## src/rtl/matrix_operand_sequencer.sv

```systemverilog
// Streams A/B operand pairs of C = A x B in (i, j, k) order to the MAC stage.
// A 2-entry skid FIFO absorbs the one-cycle RAM latency under backpressure.
module matrix_operand_sequencer #(
    parameter int A_ROWS = 8,
    parameter int INNER  = 8,
    parameter int B_COLS = 8,
    parameter int DATA_W = 32,
    localparam int ADDR_A_W = (A_ROWS * INNER > 1) ? $clog2(A_ROWS * INNER) : 1,
    localparam int ADDR_B_W = (INNER * B_COLS > 1) ? $clog2(INNER * B_COLS) : 1,
    localparam int ROW_W    = (A_ROWS > 1) ? $clog2(A_ROWS) : 1,
    localparam int COL_W    = (B_COLS > 1) ? $clog2(B_COLS) : 1
) (
    input  logic                clk,
    input  logic                rst_n,
    input  logic                start,
    input  logic                b_transposed,
    output logic                busy,
    output logic                done,
    output logic                rd_en_a,
    output logic [ADDR_A_W-1:0] rd_address_a,
    input  logic [DATA_W-1:0]   read_data_a,
    output logic                rd_en_b,
    output logic [ADDR_B_W-1:0] rd_address_b,
    input  logic [DATA_W-1:0]   read_data_b,
    output logic                op_valid,
    input  logic                op_ready,
    output logic [DATA_W-1:0]   op_a,
    output logic [DATA_W-1:0]   op_b,
    output logic                op_last,
    output logic [ROW_W-1:0]    op_row,
    output logic [COL_W-1:0]    op_col
);

    localparam int K_W = (INNER > 1) ? $clog2(INNER) : 1;

    typedef enum logic [1:0] {IDLE, RUN, DRAIN, DONE} state_t;

    state_t state_q, state_d;

    logic [K_W-1:0]      k_q, k_n;
    logic [COL_W-1:0]    j_q, j_n;
    logic [ROW_W-1:0]    i_q, i_n;
    logic                k_end, j_end, i_end;
    logic                bt_q;
    logic                issue;
    logic                in_flight;
    logic                tag_last;
    logic [ROW_W-1:0]    tag_row;
    logic [COL_W-1:0]    tag_col;
    logic [ADDR_A_W-1:0] addr_a_n;
    logic [ADDR_B_W-1:0] addr_b_n;

    logic [DATA_W-1:0] fifo_a [2];
    logic [DATA_W-1:0] fifo_b [2];
    logic              fifo_l [2];
    logic [ROW_W-1:0]  fifo_r [2];
    logic [COL_W-1:0]  fifo_c [2];
    logic              wr_ptr, rd_ptr;
    logic [1:0]        count;
    logic              push, pop;
    logic [2:0]        occ;

    assign k_end = (k_q == K_W'(INNER - 1));
    assign j_end = (j_q == COL_W'(B_COLS - 1));
    assign i_end = (i_q == ROW_W'(A_ROWS - 1));

    assign push = in_flight;
    assign pop  = op_valid & op_ready;
    // Occupancy after this cycle's pop, including the read returning now.
    assign occ  = {1'b0, count} + {2'b0, in_flight} - {2'b0, pop};

    always_comb begin
        k_n = k_q + 1'b1;
        j_n = j_q;
        i_n = i_q;
        if (k_end) begin
            k_n = '0;
            j_n = j_q + 1'b1;
            if (j_end) begin
                j_n = '0;
                i_n = i_q + 1'b1;
            end
        end
    end

    always_comb begin
        addr_a_n = ADDR_A_W'(int'(i_n) * INNER + int'(k_n));
        if (bt_q) begin
            addr_b_n = ADDR_B_W'(int'(j_n) * INNER + int'(k_n));
        end else begin
            addr_b_n = ADDR_B_W'(int'(k_n) * B_COLS + int'(j_n));
        end
    end

    always_comb begin
        state_d = state_q;
        issue   = 1'b0;
        busy    = 1'b0;
        done    = 1'b0;
        case (state_q)
            IDLE: begin
                if (start) state_d = RUN;
            end
            RUN: begin
                busy = 1'b1;
                if (occ < 3'd2) begin
                    issue = 1'b1;
                    if (k_end && j_end && i_end) state_d = DRAIN;
                end
            end
            DRAIN: begin
                busy = 1'b1;
                if (!in_flight && occ == 3'd0) state_d = DONE;
            end
            DONE: begin
                done    = 1'b1;
                state_d = IDLE;
            end
            default: state_d = IDLE;
        endcase
    end

    assign rd_en_a = issue;
    assign rd_en_b = issue;

    always_ff @(posedge clk or negedge rst_n) begin
        if (!rst_n) begin
            state_q <= IDLE;
        end else begin
            state_q <= state_d;
        end
    end

    always_ff @(posedge clk or negedge rst_n) begin
        if (!rst_n) begin
            k_q          <= '0;
            j_q          <= '0;
            i_q          <= '0;
            bt_q         <= 1'b0;
            rd_address_a <= '0;
            rd_address_b <= '0;
            in_flight    <= 1'b0;
            tag_last     <= 1'b0;
            tag_row      <= '0;
            tag_col      <= '0;
        end else begin
            in_flight <= issue;
            if (state_q == IDLE && start) begin
                k_q          <= '0;
                j_q          <= '0;
                i_q          <= '0;
                bt_q         <= b_transposed;
                rd_address_a <= '0;
                rd_address_b <= '0;
            end else if (issue) begin
                k_q          <= k_n;
                j_q          <= j_n;
                i_q          <= i_n;
                rd_address_a <= addr_a_n;
                rd_address_b <= addr_b_n;
                tag_last     <= k_end;
                tag_row      <= i_q;
                tag_col      <= j_q;
            end
        end
    end

    always_ff @(posedge clk or negedge rst_n) begin
        if (!rst_n) begin
            wr_ptr <= 1'b0;
            rd_ptr <= 1'b0;
            count  <= 2'd0;
            for (int n = 0; n < 2; n++) begin
                fifo_a[n] <= '0;
                fifo_b[n] <= '0;
                fifo_l[n] <= 1'b0;
                fifo_r[n] <= '0;
                fifo_c[n] <= '0;
            end
        end else begin
            if (push) begin
                fifo_a[wr_ptr] <= read_data_a;
                fifo_b[wr_ptr] <= read_data_b;
                fifo_l[wr_ptr] <= tag_last;
                fifo_r[wr_ptr] <= tag_row;
                fifo_c[wr_ptr] <= tag_col;
                wr_ptr         <= ~wr_ptr;
            end
            if (pop) rd_ptr <= ~rd_ptr;
            count <= count + {1'b0, push} - {1'b0, pop};
        end
    end

    assign op_valid = (count != 2'd0);
    assign op_a     = fifo_a[rd_ptr];
    assign op_b     = fifo_b[rd_ptr];
    assign op_last  = fifo_l[rd_ptr];
    assign op_row   = fifo_r[rd_ptr];
    assign op_col   = fifo_c[rd_ptr];

endmodule
```

## config.mk

```make
export PLATFORM = sky130hd
export DESIGN_NAME = matrix_operand_sequencer
export DESIGN_NICKNAME = d
export VERILOG_FILES = /design/src/rtl/matrix_operand_sequencer.sv
export SDC_FILE = /design/constraint.sdc
export NUM_CORES = 1
export LEC_CHECK = 0
export ABC_AREA = 1
export BUFFER_PORTS_ARGS = -buffer_cell sky130_fd_sc_hd__buf_2
export CAP_MARGIN = 0
export CORE_UTILIZATION = 40
export CTS_BUF_LIST = sky130_fd_sc_hd__clkbuf_8
export DETAILED_ROUTE_END_ITERATION = 8
export GPL_ROUTABILITY_DRIVEN = 0
export HOLD_SLACK_MARGIN = 0.1
export SETUP_SLACK_MARGIN = 0.02
export SLEW_MARGIN = 20
export SYNTH_ARGS = -nofsm -noshare
export SYNTH_HDL_FRONTEND = slang
export SYNTH_SLANG_ARGS = --single-unit
```

## constraint.sdc

```tcl
create_clock -name clk -period 2.1 [get_ports clk]
set_input_delay 0.21 -clock clk [delete_from_list [all_inputs] [get_ports clk]]
set_output_delay 0.21 -clock clk [all_outputs]
set_load 0.005 [all_outputs]
```

; ---- After elaboration in Yosys (flattened, before gate mapping)
; Cells that the tools add are included.
[word_totals]
ff_bits = 178
latch_bits = 0
mem_bits_rw = 0
rom_bits = 0
input_bits = 69
output_inout_bits = 88
word_cells = 118
n_memories = 0
[op_classes]
n_addsub = 10
multipliers = 0
div_mod_pow = 0
order_cmp = 4
n_eq_ne = 10
n_shift = 0
mux = 51
bitwise = 6
n_reduce_logical = 13
[ops]
columns = op, n
row1 = $mux 32, 7
row2 = $bwmux 64, 2
row3 = $mux 3, 18
row4 = $demux 32 s1, 1
row5 = $mux 6, 5
row6 = $add 6x3->6, 3
row7 = $bwmux 6, 2
row8 = $add 3x1->3 const B, 3
row9 = $eq 3x3->1 const B, 3
row10 = $mux 1, 8
row11 = $mux 2, 4
row12 = $ne 2x2->1 const B, 4
row13 = $pmux 2 s4, 1
row14 = $logic_and 1x1->1, 5
row15 = $eq 2x2->1 const B, 2
row16 = $ge 2x2->1 const B, 2
row17 = $not 1->2, 2
row18 = $reduce_and 4->1, 1
row19 = $reduce_bool 2->1, 2
row20 = $add 2x1->3, 1
row21 = $demux 3 s1, 1
row22 = $logic_not 3->1, 1
row23 = $lt 3x2->1 const B, 1
row24 = $not 1->1, 3
row25 = other kinds (12), 12

; ---- Longest topological paths before layout
[logic_depth]
ltp_word = 8
mapped_depth = 15
ltp_nobuf = 15

; ---- Least setup slack after synthesis
; No wires, ideal clock.
[synth_timing]
kind = register to register
from = reg count[1]
to = reg rd_address_b[4]
setup_ps = 65
t_arrival_ps = 2327
required_time_ps = 2035
slack_ps = -292
path_stages_with_launch = 15
path_buffers = 1
synth_period_minus_slack_ps = 2392
path_cell_list = dfrtp_1 > inv_2 > nand2_1 > nand2_1 > inv_1 > ha_1 > inv_1 > ha_1 > fa_1 > a21oi_2 > nand3_2 > nor2_4 > buf_6 > o211ai_1 > nand2_1
[synth_between]
elab_chain_cells = 7
elab_cells_between_ends = 8
classes_between = add/sub: 2 / order compare: 1 / mux: 2 / bitwise: 1 / reduce/logical: 2
[synth_lines]
columns = item, line_no
row1 = from (decl), 59  ; logic [1:0] count;
row2 = from (signal assigned), 190  ; count <= count + {1'b0, push} - {1'b0, pop};
row3 = $reduce_bool 2->1, 194  ; assign op_valid = (count != 2'd0);
row4 = net op_valid, 25  ; output logic op_valid,
row5 = $and 1x1->1, 68  ; assign pop = op_valid & op_ready;
row6 = net pop, 60  ; logic push, pop;
row7 = $sub 3x1->3, 70  ; assign occ = {1'b0, count} + {2'b0, in_flight} - {2'b0, pop};
row8 = net occ[1], 61  ; logic [2:0] occ;
row9 = $lt 3x2->1, 106  ; if (occ < 3'd2) begin
row10 = $mux 1, 106
row11 = $mux 1, 100  ; case (state_q)
row12 = $reduce_bool 2->1 (no line), -
row13 = to (signal assigned), 160  ; rd_address_b <= addr_b_n;
row14 = to (decl), 23  ; output logic [ADDR_B_W-1:0] rd_address_b,
; The timed path passes the listed nets, and every way through them passes these cells.
; A chain may end at the register's enable or synchronous reset.

; ---- Worst setup path in the final report
[layout_timing]
from = reg count[1]
to = out rd_en_a
[layout_between]
elab_chain_cells = 6
elab_cells_between_ends = 7
classes_between = add/sub: 2 / order compare: 1 / mux: 2 / bitwise: 1 / reduce/logical: 1
[layout_lines]
columns = item, line_no
row1 = $reduce_bool 2->1, 194
row2 = $and 1x1->1, 68
row3 = net pop, 60
row4 = $sub 3x1->3, 70
row5 = net occ[1], 61
row6 = $lt 3x2->1, 106
row7 = $mux 1, 106
row8 = $mux 1, 100
row9 = to (decl), 19  ; output logic rd_en_a,
; The timed path passes the listed nets, and every way through them passes these cells.

==> reports/results.tsv <==
metric	value	unit
Synth Area in Compound Gates	11.3	%
Starting DRT DRC Count	337	
Worst Path Max Fanout	3	
Mapped Cells	928	
routed length per placed instance	13.0	microns
outcome	finished with violations	
crit share post-route	125	%
switching power share of the total	38.6	%
RSZ-0062 raised after global routing	true	
area delta synth->final	33.5	%
switching power	0.00581	W
DIE AREA	0.0198	sq mm
Slowest Stage Delay on Critical Path	440	ps
largest net degree at the start of global routing	83	
Post-synth top flop	dfrtp_1	
Post-Synth XOR/XNOR Area	0.114	%
Non-Filler Instances	1411	
failing checks	negative setup slack	
Critical Path AT	2420	ps
residual DRC count	0	
Synth Register Bits	172	
Final Util	54.7	%
combinational power share	45.1	%
Clk Latency, worst-skew pair	450	ps
first-pass GRT wire length	31000	microns
sequential share of power	37.9	%
Hold Path Class	in -> reg	
cell mode on critical path	inv_2	
ys async rst share	100	%
Post-Route WL	18300	microns
PwrDens	1460	mW/mm^2
Cell Area, Placed	0.00877	sq mm
Std-Cell Rows	50	
Initial Util	41.0	%
worst path cell trace	inv_2 > nand2_2 > nand2_2 > inv_2 > ha_4 > inv_2 > ha_4 > fa_2 > a21oi_2 > nand3_2 > inv_2 > buf_2	
initial antenna violation count	0	
nets@finish	1247	
layout cells sized above 1	24.2	%
Final Hold Fails	0	
EDFF count, synth	0	
PortBufs	156	
Max-slew headroom	64.7	%
sequential fraction of the synthesis area	56.0	%
Worst-path clk slew	90	ps
post-synthesis mux area share	0	%
total CTS buffers	17	
cell internal power dissipation	0.00922	W
HPWL Detailed	11400	microns
slowest CP cell	fa_2	
DR vias/cell	4.60	
fmax	0.380	GHz
critical path class	reg -> out	
Sink Count	172	
slack of the critical path	-535	ps
largest family of logic cells by synthesized area	simple AND/OR/NAND/NOR gates	
Synth Area in Adders	2.38	%
I/O pin cnt	157	
Cell Area, Synth	0.00769	sq mm
pre-CTS WS	-412	ps
ant diodes	0	
CTS tree	yes	
Die Y	141	microns
clock buffer depth	2	
CP Launch Type	flip-flop	
Avg Cell Area, Syn	8.29	sq um
number of H-tree levels	4	
number of routed nets with antenna violations	0	
Setup TNS Final	-8490	ps
clock network power share	17.1	%
gr ovfl total	0	
vias in the first global route	6403	
vias after detailed routing	6489	
gr usage total	19.6	%
syn_nets	1011	
Slew Limit Fails	0	
Crit. End Element	output port	
CTS root buf	clkbuf_8	
actual slew at the worst max-slew pin	530	ps
Synth cell types	29	
final clock skew	10.5	ps
synth warn	0	
# setup viols final	27	
max cap viols	0	
Worst Path Required	1890	ps
Period minus WS final	2630	ps
Placed Cells	1293	
leakage power	5.60	nW
core area	0.0188	sq mm
cell area after layout	0.0103	sq mm
die span in x	141	microns
Peak supply drop	0.883	mV
post-synthesis simple-gate area fraction	21.4	%
first-pass detailed-route iteration total	5	
## cells by family after synthesis
kind of cell | count (synthesis)
and+or+nand+nor | 427
DFF | 172
AOI/OAI and AO/OA | 168
buffers and inverters | 146
adders and majority gates | 14
xor gates and xnor gates | 1
## power by group through the flow
stage	sequential, W	clock, W	combinational [W]
floorplan	0.00557	0	0.00392
global placement	0.00572	0	0.00602
detailed placement	0.00573	0	0.00612
CTS	0.00569	0.00264	0.00669
global route	0.00589	0.00277	0.00774
finish	0.00569	0.00257	0.00677
## cells in the final DEF (no fill, tap or decap), types with 7 or more instances in the layout
cell             n
buf_2          155
clkbuf_8        18
nand3_2         11
buf_4           18
ha_1            11
dlygate4sd3_1   66
o21ai_0         79
buf_6           19
nand2_1        390
buf_12           9
o21ai_2          7
dfrtp_1        171
o21ai_1         74
inv_1           89
nand2_2         12
## final cells by class
class	count	area (sq um)
Multi-Input combinational cell	610	2890
Clock buffer	18	248
Tap cell	234	293
Timing Repair Buffer	267	1970
Fill cell	1768	8510
Sequential cell	172	4310
Inverter	96	373
Clock inverter	14	191
## through the flow
stage / total power [W] / hold slack (ps)
CTS: 0.0150 / 149
global placement: 0.0117 / 211
floorplan: 0.00948 / -85.6
detailed placement: 0.0119 / 213
global route: 0.0164 / 172
finish: 0.0150 / 192
## cells in the mapped netlist (all sizes together) (3+ instances only)
cell | number | area (sq um)
ha | 13 | 163
nor2 | 4 | 22.5
nand2 | 406 | 1530
o22ai | 3 | 18.8
clkbuf | 25 | 96.3
o21ai | 160 | 808
o211ai | 4 | 30.0
inv | 96 | 360
dfrtp | 172 | 4300
buf | 25 | 224
nand3 | 13 | 70.1
## state kept, by name (all words and copies together), names as in the netlist
| signal | flops |
|---|---|
| fifo_a | 64 |
| fifo_b | 64 |
| fifo_c | 6 |
| fifo_r | 6 |
| rd_address_a | 6 |
| rd_address_b | 6 |
| j_q | 3 |
| tag_col | 3 |
| tag_row | 3 |
| count | 2 |
| fifo_l | 2 |
| state_q | 2 |
| bt_q | 1 |
| in_flight | 1 |
| rd_ptr | 1 |
| tag_last | 1 |
| wr_ptr | 1 |
## path summary, 6_finish.rpt
kind / from / end / slack (ps) / depth (start not counted)
max: count[1]$_DFF_PN0_ / rd_en_a / -530 / 12
min: start / state_q[0]$_DFFE_PN0P_ / 190 / 5
max reg2reg: count[1]$_DFF_PN0_ / rd_address_b[5]$_DFFE_PN0P_ / -380 / 15
min reg2reg: rd_address_b[5]$_DFFE_PN0P_ / rd_address_b[5]$_DFFE_PN0P_ / 480 / 2
max in group asynchronous: rst_n / rd_ptr$_DFFE_PN0P_ / 1140 / 3
min in group asynchronous: rst_n / fifo_a[59]$_DFFE_PN0P_ / 280 / 2
## per-layer routing
| metal | routed length [microns] | track usage (%) | vias to the layer above |
|---|---|---|---|
| met1 | 8710 | 25.9 | 2984 |
| met3 | 879 | 5.16 | 19 |
| met4 | 196 | 4.86 | 0 |
| met2 | 8550 | 32.0 | 142 |
| met5 | 0 | 0 | - |
| li1 | - | - | 3344 |
## worst max-delay path, delay by kind of cell, from the launching register on
kind            cells  cell delay, ps
flops               1             400
buf+inv             5             340
fa+ha+maj           3             840
simple gates        3             230
compound gates      1             160
## repair_timing
action | in CTS | in global routing
pin swaps | 8 | 15
hold endpoints to repair | 179 | 0
buffers inserted | 33 | 11
setup endpoints to repair | 27 | 28
cloned | 0 | 1
resized for setup | 34 | 42
hold buffers | 66 | 0
(Power assumes the default switching activity.)
